**src/rtl/clkgen_phi2_div.sv**
```systemverilog
// Purpose : PHI2 CPU clock generator; divides hsclk_in by a programmable
//           per-phase length and can freeze clkout high on request.
// Latency : all outputs registered except rdy; a ratio change takes effect at the next PHI2 fall.
// Backpressure: stop_req holds clkout high at the end of a high phase; rdy
//               (optional) deasserts while a requested ratio is not yet in use.
//
// Ports
//   hsclk_in      fast source clock, every state change on its rising edge
//   rst_b         asynchronous active-low reset
//   div_sel       requested phase length minus one
//   stop_req      freeze clkout high once the current high phase completes
//   clkout        generated PHI2 clock (registered, glitch-free)
//   div_selected  phase length minus one currently in use
//   stop_ack      high while clkout is frozen high
//   phi2_rise_stb one-cycle pulse on the first hsclk cycle with clkout=1
//   phi2_fall_stb one-cycle pulse on the first hsclk cycle with clkout=0
//   rdy           ratio-change handshake (see RDY_ON_DIVSW)

module clkgen_phi2_div #(
    parameter int DIV_W        = 4,
    parameter int RESET_DIV    = 3,
    parameter bit RDY_ON_DIVSW = 1'b0
) (
    input  logic             hsclk_in,
    input  logic             rst_b,
    input  logic [DIV_W-1:0] div_sel,
    input  logic             stop_req,
    output logic             clkout,
    output logic [DIV_W-1:0] div_selected,
    output logic             stop_ack,
    output logic             phi2_rise_stb,
    output logic             phi2_fall_stb,
    output logic             rdy
);

    localparam logic [DIV_W-1:0] RESET_VAL = DIV_W'(RESET_DIV);

    typedef enum logic [1:0] {
        RUN_LO  = 2'd0,
        RUN_HI  = 2'd1,
        STOPPED = 2'd2
    } state_t;

    state_t           state;
    logic [DIV_W-1:0] cnt;
    logic             phase_end;

    // The edge that observes cnt==0 is the last edge of a phase, so a phase
    // spans div_selected+1 hsclk cycles.
    assign phase_end = (cnt == '0);

    always_ff @(posedge hsclk_in or negedge rst_b) begin
        if (!rst_b) begin
            state         <= RUN_LO;
            cnt           <= RESET_VAL;
            div_selected  <= RESET_VAL;
            clkout        <= 1'b0;
            stop_ack      <= 1'b0;
            phi2_rise_stb <= 1'b0;
            phi2_fall_stb <= 1'b0;
        end else begin
            // Strobes are single-cycle; only a transition below re-arms one.
            phi2_rise_stb <= 1'b0;
            phi2_fall_stb <= 1'b0;

            case (state)
                RUN_LO: begin
                    if (phase_end) begin
                        clkout        <= 1'b1;
                        cnt           <= div_selected;
                        phi2_rise_stb <= 1'b1;
                        state         <= RUN_HI;
                    end else begin
                        cnt <= cnt - DIV_W'(1);
                    end
                end

                RUN_HI: begin
                    if (phase_end) begin
                        if (stop_req) begin
                            // Full high phase already served; park high.
                            stop_ack <= 1'b1;
                            state    <= STOPPED;
                        end else begin
                            // Cycle boundary: the only place a new ratio is
                            // adopted, so a running PHI2 cycle never changes.
                            clkout        <= 1'b0;
                            div_selected  <= div_sel;
                            cnt           <= div_sel;
                            phi2_fall_stb <= 1'b1;
                            state         <= RUN_LO;
                        end
                    end else begin
                        cnt <= cnt - DIV_W'(1);
                    end
                end

                STOPPED: begin
                    // Leaving the stop is an ordinary falling transition.
                    if (!stop_req) begin
                        clkout        <= 1'b0;
                        div_selected  <= div_sel;
                        cnt           <= div_sel;
                        phi2_fall_stb <= 1'b1;
                        stop_ack      <= 1'b0;
                        state         <= RUN_LO;
                    end
                end

                default: begin
                    // Unreachable encoding: restart a clean low phase.
                    clkout   <= 1'b0;
                    stop_ack <= 1'b0;
                    cnt      <= div_selected;
                    state    <= RUN_LO;
                end
            endcase
        end
    end

    generate
        if (RDY_ON_DIVSW) begin : g_rdy_cmp
            // Low while a requested ratio is still waiting for a fall edge.
            assign rdy = (div_sel == div_selected);
        end else begin : g_rdy_tied
            assign rdy = 1'b1;
        end
    endgenerate

endmodule

```
**config.mk**
```make
export PLATFORM = sky130hd
export DESIGN_NAME = clkgen_phi2_div
export DESIGN_NICKNAME = d
export VERILOG_FILES = /design/src/rtl/clkgen_phi2_div.sv
export SDC_FILE = /design/constraint.sdc
export NUM_CORES = 1
export LEC_CHECK = 0
export ABC_AREA = 1
export ABC_CLOCK_PERIOD_IN_PS = 1700
export BUFFER_PORTS_ARGS = -buffer_cell sky130_fd_sc_hd__buf_2
export CORE_MARGIN = 4
export CORE_UTILIZATION = 53
export DETAILED_ROUTE_END_ITERATION = 7
export PLACE_DENSITY_LB_ADDON = 0.15
export SLEW_MARGIN = 15
export SYNTH_ARGS = -nofsm -noshare
export SYNTH_HDL_FRONTEND = slang
export SYNTH_SLANG_ARGS = --single-unit
```
**constraint.sdc**
```tcl
create_clock -name hsclk_in -period 1.7 [get_ports hsclk_in]
set_clock_uncertainty 0.15 [all_clocks]
set_input_delay 0.34 -clock hsclk_in [delete_from_list [all_inputs] [get_ports hsclk_in]]
set_output_delay 0.34 -clock hsclk_in [all_outputs]
set_load 0.02 [all_outputs]
```
==> results_dict.tcl, run 1 <==
set metrics [dict create \
    synth_seq_cells 14 \
    cts_sinks 14 \
    syn2layout_area_growth_pct 14.1 \
    startpoint_type "register" \
    htree_levels 1 \
    final_common_cell "nand2_1" \
    nets 140 \
    drt-total-wl_um 1680 \
    irDropWorstVdd_uv 1120 \
    dieArea_sq_mm 0.00238 \
    synth_area_leaders "dfrtp_1, nand2_1, dfstp_2" \
    slew_violations 0 \
    fillers 133 \
    grtUsageMet3_pct 3.07 \
    wl_per_cell_um 11.8 \
    grt_pass1_vias 649 \
    layout_common_cells "nand2_1, buf_2, inv_1" \
    synth_top_area_cell "dfrtp_1" \
    cp.required_ns 1.76 \
    status "complete, no violations" \
    fin_crit_ns 1.60 \
    setup_violations 0 \
    synth_top_area_share_pct 28.4 \
    stdcell_count 143 \
    vias 707 \
    ys_types 24 \
    gr-total-overflow 0 \
    syn_nets 122 \
    ys_seq_area_share_pct 40.3 \
    core_sq_mm 0.00154 \
    totalPowerFinal_w 0.00224 \
    synth_area_per_cell_sq_um 8.01 \
    port_buffers 14 \
    grt_util_met1_pct 21.9 \
    syn_area_sq_um 881 \
    cts_buffers 3 \
    hold_viol 0 \
    drc_errors 0 \
    hold_class "input pin to register" \
    dr.pass1.iters 3 \
    gp_congestion 0.785 \
    start_util_pct 57.1 \
    path_clk_slew_ns 0.08 \
    place_inst 138 \
    postSynthCellCount 110 \
    via_per_inst 4.94 \
    fp.dieH_um 48.8 \
    grt_start_max_net_pins 15 \
    fmax_mhz 626 \
    grt_use_total_pct 15.3 \
    yosys_warnings 0 \
    dp_hpwl_um 1370 \
    antenna_found_initial 0 \
    fp.dieW_um 48.8 \
    setup.worst_path.end_class "register" \
    cts_tree "built" \
    rows 14 \
    cts_max_path_buffers 2 \
    io_pins 16 \
    drv_cap 0 \
    worst_ep_arrival_time_ns 1.65 \
    ant_nets 0 \
    busiest_layer "met2" \
    diodes 0 \
    p_per_area_mw_per_mm2 2230 \
    rsz0062_at_grt "false" \
    layout-drive-gt1-share_pct 32.3 \
    tns_ns 0 \
    worstPathMaxFanout 5 \
    clock-root-buffer "clkbuf_4" \
    fin_crit_sh_pct 93.9 \
    crit_type "register to register" \
    cellLeakagePower_nw 0.552 \
    grt_pass1_wl_um 2980 \
    drt_iter0_drc 14 \
    grt_use_met2_pct 23.5 \
    insertion_delay_ns 0.27 \
]
layer usage:
layer  vias to the layer above  wire length (um)
met5                         -                 0
li1                        370                 -
met4                         0                14
met2                        10               790
met1                       325               829
met3                         2                49
path summary, 6_finish.rpt:
path,startpoint,to,slack (ns),cells after the start
worst max-delay path,state[1],state[1],0.10,8
worst min-delay path,div_sel[1],div_selected[1],0.14,3
worst max register to register,state[1],state[1],0.10,8
worst min register to register,div_selected[0],cnt[0],0.33,2
max in group asynchronous,rst_b,cnt[1],0.79,2
min in group asynchronous,rst_b,phi2_rise_stb,0.33,2
where the power goes:
group / internal (W) / total (W) / switching (W)
clock: 0.000130 / 0.000235 / 0.000105
sequential: 0.000524 / 0.000652 / 0.000129
combinational: 0.000489 / 0.00136 / 0.000868
total: 0.00114 / 0.00224 / 0.00110
logic make-up (layout without fill, tap and decap cells):
kind of cell | count (synthesis) | after routing | share of synthesized area (%)
flip-flops | 14 | 14 | 40.3
AND/OR/NAND/NOR | 54 | 54 | 29.7
other | 1 | 1 | 0.426
adder cells (fa/ha/maj) | 5 | 5 | 7.10
XOR/XNOR | 1 | 1 | 0.994
AO/OA/AOI/OAI | 17 | 17 | 12.9
buffers and inverters | 18 | 35 | 8.52
cell type report:
cell class / instances / area (sq um) / share of cell area [%]
Clock buffer: 4 / 36.3 / 3.61
Sequential cell: 14 / 355 / 35.4
Timing Repair Buffer: 15 / 80.1 / 7.97
Tap cell: 16 / 20.0 / 1.99
Multi-Input combinational cell: 78 / 453 / 45.1
Inverter: 16 / 60.1 / 5.98
cell usage after synthesis (all sizes together):
cell and count:
nand3 3, and3 1, buf 2, o21ai 13, dfrtp 10, dfstp 4, nor2 5, xor2 1
nand2 45, inv 16, conb 1, o21a 1, ha 5, a21oi 3
state kept, by name (all words and copies together), names as in the netlist:
register and count:
div_selected 4, cnt 4, stop_ack 1, phi2_fall_stb 1
state 2, phi2_rise_stb 1, clkout 1
what timing repair did:
action / CTS / global route
hold endpoints to repair: 10 / 0
setup buffers: 0 / 0
hold buffers: 1 / 0
setup endpoints to repair: 0 / 10
resized for setup: 0 / 1
worst max-delay path: stages (launching register included):
cell and delay (ns):
dfrtp_1 0.44, inv_1 0.10, ha_1 0.29, nor2_2 0.10, a21oi_4 0.18, inv_2 0.08
nand2_4 0.09, nand2_2 0.05, o21ai_2 0.05
stage by stage:
stage	worst slack, ns	instance area [sq um]	util (%)	hold WS, ns
floorplan	0.160	881	-	-0.106
global placement	0.118	956	62.0	0.0960
detailed placement	0.0650	956	62.0	0.0986
CTS	0.0523	1000	65.0	0.139
global route	0.0111	1000	65.2	0.144
finish	0.103	1000	65.2	0.139
Note: power is estimated with default switching activity, not from simulation.
==> inputs of run 2 (changes only) <==
--- a/config.mk
+++ b/config.mk
@@ -11,7 +11,9 @@
 export CORE_MARGIN = 4
 export CORE_UTILIZATION = 53
 export DETAILED_ROUTE_END_ITERATION = 7
-export PLACE_DENSITY_LB_ADDON = 0.15
+export GPL_ROUTABILITY_DRIVEN = 0
+export PLACE_DENSITY = 0.76
+export RECOVER_POWER = 25
 export SLEW_MARGIN = 15
 export SYNTH_ARGS = -nofsm -noshare
 export SYNTH_HDL_FRONTEND = slang
==> run 2 against run 1 <==
Worst setup slack better by 0.027 ns. Worst hold slack worse by 0.022 ns. Clock-buffer cell count stayed put. First-iteration DRC count is 36% lower. Critical endpoint is now state[0].
==> results_dict.tcl, run 2 (synthesis gave the netlist of run 1 again) <==
set metrics [dict create \
    layout_common_cells "nand2_1, inv_1, buf_2" \
    p_per_area_mw_per_mm2 2250 \
    drt-total-wl_um 1760 \
    dr.pass1.iters 4 \
    hold_class "input pin to register" \
    dp_hpwl_um 1360 \
    port_buffers 14 \
    gr-total-overflow 0 \
    fmax_mhz 637 \
    cts_setup_buffers 0 \
    fp.dieW_um 48.8 \
    start_util_pct 57.1 \
    place_inst 138 \
    top_regs "cnt: 4 flops, div_selected: 4 flops, state: 2 flops" \
    cts_max_path_buffers 2 \
    grt_use_total_pct 16.8 \
    holdPathEnd "div_selected[1]" \
    fp.dieH_um 48.8 \
    cp_slowest_cell "dfstp_2" \
    rsz0062_at_grt "false" \
    hold_viol 0 \
    path_clk_slew_ns 0.09 \
    fin_crit_ns 1.57 \
    wl_per_cell_um 12.3 \
    cp.required_ns 1.77 \
    status "complete, no violations" \
    reg2reg_slack_ns 0.13 \
    drv_cap 0 \
    irDropWorstVdd_uv 1330 \
    dieArea_sq_mm 0.00238 \
    worstPathMaxFanout 5 \
    htree_levels 1 \
    worstReg2RegStart "cnt[0]" \
    max_slew.worst_pin.slew_ns 0.805 \
    grt_pass1_vias 704 \
    cts_buffers 3 \
    slew_violations 0 \
    via_per_inst 5.15 \
    cp_top_family "flip-flops" \
    clock-root-buffer "clkbuf_4" \
    setup.worst_path.end_class "register" \
    tns_ns 0 \
    setup_violations 0 \
    nets 140 \
    layout-drive-gt1-share_pct 32.3 \
    vias 737 \
    drc_errors 0 \
    cts_tree "built" \
    io_pins 16 \
    drt_iter0_drc 9 \
    reg2reg_depth 7 \
    hold_depth 3 \
    fin_crit_sh_pct 92.4 \
    cellLeakagePower_nw 0.548 \
    crit_type "register to register" \
    startpoint_type "register" \
    syn2layout_area_growth_pct 14.2 \
    diodes 0 \
    timing.slew.headroom_pct 46.4 \
    rows 14 \
    core_sq_mm 0.00154 \
    grt_pass1_wl_um 3170 \
    crit_chain "inv_1 -> ha_2 -> a21oi_4 -> inv_2 -> nand2_4 -> nand2_2 -> o21ai_2" \
    worst_ep_arrival_time_ns 1.64 \
    cp_slowest_stage_delay_ns 0.54 \
    insertion_delay_ns 0.29 \
    grt_start_max_net_pins 15 \
    cts_sinks 14 \
    stdcell_count 143 \
    ant_nets 0 \
    critPathBufInv 2 \
    final_common_cell "nand2_1" \
    hp-start "div_sel[1]" \
    antenna_found_initial 0 \
    fillers 138 \
    r2r_end "state[0]" \
    path_depth 7 \
]
==> run 2: power breakdown <==
group	internal [W]	switching, W
Sequential	0.000523	0.000126
Combinational	0.000495	0.000876
Clock	0.000131	0.000118
==> run 2: stage by stage <==
step	power [W]	utilization (%)	hold WS [ns]	worst slack (ns)	cell area (sq um)
after floorplan	0.00173	-	-0.106	0.160	881
after global placement	0.00196	62.0	0.101	0.124	956
after detailed placement	0.00201	62.0	0.108	0.0672	956
after CTS	0.00227	65.0	0.124	0.0455	1000
after global routing	0.00249	65.3	0.125	0.00571	1010
final	0.00227	65.3	0.117	0.130	1010
==> run 2: final cells by class <==
cell class,instances,area (sq um),share of cell area [%]
flip-flops and latches,14,355,35.3
well taps,16,20.0,1.99
multi-input cells,78,455,45.3
inverters,16,60.1,5.97
clock buffers,4,36.3,3.61
repair buffers,15,78.8,7.84
==> run 2: repair_timing <==
item / 4_1_cts / 5_1_grt
hold buffers: 1 / 0
hold endpoints to repair: 10 / 0
setup endpoints to repair: 0 / 5
resized for setup: 0 / 2
==> run 2: worst reg2reg max path: stages (launching register included) <==
cell,delay (ns)
dfstp_2,0.54
inv_1,0.07
ha_2,0.25
a21oi_4,0.22
inv_2,0.08
nand2_4,0.09
nand2_2,0.06
o21ai_2,0.05
==> run 2: metal layers <==
layer  track usage (%)  wire length [um]
met5                 0                 0
met4              6.73                54
met3              3.37                95
met2              25.9               812
met1              22.9               797
==> run 2: worst max path at each step <==
stage | start | endpoint | slack (ns)
after floorplan | cnt[0] | state[0] | 0.16
after global placement | cnt[0] | state[0] | 0.12
after detailed placement | cnt[0] | state[0] | 0.07
after CTS | cnt[0] | state[0] | 0.05
after global routing | state[0] | state[0] | 0.006
final | cnt[0] | state[0] | 0.13
==> inputs of run 3 (changes only) <==
--- a/config.mk
+++ b/config.mk
@@ -6,13 +6,14 @@
 export NUM_CORES = 1
 export LEC_CHECK = 0
 export ABC_AREA = 1
-export ABC_CLOCK_PERIOD_IN_PS = 1700
+export ABC_CLOCK_PERIOD_IN_PS = 1870
 export BUFFER_PORTS_ARGS = -buffer_cell sky130_fd_sc_hd__buf_2
 export CORE_MARGIN = 4
-export CORE_UTILIZATION = 53
+export CORE_UTILIZATION = 55
+export CTS_CLUSTER_SIZE = 28
 export DETAILED_ROUTE_END_ITERATION = 7
 export GPL_ROUTABILITY_DRIVEN = 0
-export PLACE_DENSITY = 0.76
+export PLACE_DENSITY = 0.79
 export RECOVER_POWER = 25
 export SLEW_MARGIN = 15
 export SYNTH_ARGS = -nofsm -noshare
==> constraint.sdc (replaced) <==
create_clock -name hsclk_in -period 1.87 [get_ports hsclk_in]
set_clock_uncertainty 0.15 [all_clocks]
set_input_delay 0.374 -clock hsclk_in [delete_from_list [all_inputs] [get_ports hsclk_in]]
set_output_delay 0.374 -clock hsclk_in [all_outputs]
set_load 0.02 [all_outputs]
==> run 3 against run 2 <==
Maximum frequency shrank 5.5%. Clock power shrank 10%. Global-route usage grew 2.3 points. Critical path type unchanged. Die area shrank 3.0%. Largest power group unchanged. Wire length grew 0.80%. Final area shrank 0.50%. Utilization grew 1.2 points. Flip-flop and latch count is the same. Non-clock buffer count is the same. Sequential power shrank 8.6%.
==> results_dict.tcl, run 3 (synthesis gave the netlist of run 1 again) <==
set metrics [dict create \
    path_clk_slew_ns 0.09 \
    start_util_pct 58.5 \
    fp.dieW_um 48.0 \
    syn2layout_area_growth_pct 13.6 \
    ant_nets 0 \
    ctsResizeCount 0 \
    final_cell_area_sq_mm 0.00100 \
    pwr-share-clk_pct 10.9 \
    grt_use_total_pct 19.1 \
    setup_slack_ns 0.208 \
    rows 14 \
    dieArea_sq_mm 0.00231 \
    drt_iter0_drc 18 \
    top_regs "cnt: 4 flops, div_selected: 4 flops, state: 2 flops" \
    wl_per_cell_um 12.4 \
    pre_cts_ws_ns 0.239 \
    power_frac_comb_pct 60.2 \
    vias 739 \
    grt_pass1_wl_um 3030 \
    io_pins 16 \
    diodes 0 \
    via_per_inst 5.17 \
    htree_levels 1 \
    drv_cap 0 \
    cp_slowest_stage_delay_ns 0.54 \
    cp.required_ns 1.93 \
    final_common_cell "nand2_1" \
    place_area_sq_um 956 \
    crit_chain "inv_1 -> ha_1 -> a21oi_4 -> inv_2 -> nand2_4 -> nand2_2 -> o21ai_2" \
    nets 140 \
    cellLeakagePower_nw 0.550 \
    p_sw_w 0.00102 \
    place_inst 138 \
    cts_buffers 3 \
    layout-drive-gt1-share_pct 30.7 \
    hold_viol 0 \
    fp.dieH_um 48.0 \
    sw_frac_of_total_pct 49.6 \
    port_buffers 14 \
    max_slew.worst_pin.slew_ns 0.774 \
    cts_max_path_buffers 2 \
    drt-total-wl_um 1770 \
    setup_violations 0 \
    cts_tree "built" \
    dr.pass1.iters 4 \
    worstPathMaxFanout 5 \
    layout_common_cells "nand2_1, inv_1, buf_2" \
    insertion_delay_ns 0.28 \
    hold_class "input pin to register" \
    setup.worst_path.end_class "register" \
    cp_slowest_cell "dfstp_2" \
    timing.slew.headroom_pct 48.4 \
    drc_errors 0 \
    grt_pass1_vias 684 \
    cts_sinks 14 \
    fin_crit_sh_pct 88.9 \
    worst_ep_arrival_time_ns 1.72 \
    cp_top_family "flip-flops" \
    status "complete, no violations" \
    tns_ns 0 \
    seq_power_share_pct 28.9 \
    core_sq_mm 0.00151 \
    stdcell_count 143 \
    gr-total-overflow 0 \
    critPathBufInv 2 \
    fin_crit_ns 1.66 \
    grt_start_max_net_pins 15 \
    fmax_mhz 602 \
    crit_type "register to register" \
    slew_violations 0 \
    p_per_area_mw_per_mm2 2050 \
    startpoint_type "register" \
    clock-root-buffer "clkbuf_4" \
    dp_hpwl_um 1370 \
    internal_power_w 0.00103 \
    antenna_found_initial 0 \
    fillers 125 \
    irDropWorstVdd_uv 1110 \
    rsz0062_at_grt "false" \
]
-- run 3: layout make-up --
type	count	area, sq um	area share (%)
inverters	16	60.1	6.00
clock buffers	4	36.3	3.62
well taps	16	20.0	2.00
multi-input cells	78	450	45.0
flip-flops and latches	14	355	35.5
repair buffers	15	78.8	7.87
-- run 3: layer usage --
metal / GRT usage, % / vias to the layer above / part of all wire, % / wire length, um
li1: - / 371 / - / -
met1: 25.6 / 344 / 45 / 798
met2: 28.8 / 18 / 49 / 866
met3: 4.89 / 6 / 4.2 / 74
met4: 8.60 / 0 / 1.9 / 34
met5: 0 / - / 0 / 0
-- run 3: final timing paths --
path	start	endpoint	slack, ns	depth (start not counted)
setup / recovery	cnt[0]	state[0]	0.21	7
hold / removal	div_sel[0]	div_selected[0]	0.16	3
setup reg to reg	cnt[0]	state[0]	0.21	7
hold reg to reg	div_selected[0]	cnt[0]	0.33	2
max in group asynchronous	rst_b	stop_ack	0.56	2
min in group asynchronous	rst_b	div_selected[3]	0.53	2
-- run 3: what timing repair did --
action,4_1_cts,5_1_grt
hold endpoints to repair,10,0
hold buffers,1,0
setup buffers,0,0
-- run 3: worst reg2reg max path, delay by kind of cell (launching register included) --
| family | cells | cell delay (ns) |
|---|---|---|
| buf+inv | 2 | 0.15 |
| fa+ha+maj | 1 | 0.31 |
| compound gates | 2 | 0.30 |
| simple gates | 2 | 0.14 |
| flops | 1 | 0.54 |
-- run 3: through the flow --
stage	utilization, %	hold slack [ns]	power [W]
after floorplan	-	-0.0716	0.00157
after global placement	63.5	0.129	0.00178
after detailed placement	63.5	0.141	0.00183
after CTS	66.5	0.159	0.00206
after global routing	66.4	0.164	0.00227
final	66.4	0.159	0.00205
-- run 3: power groups by stage --
stage | Sequential, W | Combinational, W | Clock (W)
4_1_cts | 0.000593 | 0.00125 | 0.000226
5_1_grt | 0.000614 | 0.00142 | 0.000242
3_3_place_gp | 0.000586 | 0.00119 | 0
2_1_floorplan | 0.000664 | 0.000904 | 0
3_5_place_dp | 0.000597 | 0.00123 | 0
6_report | 0.000593 | 0.00124 | 0.000223
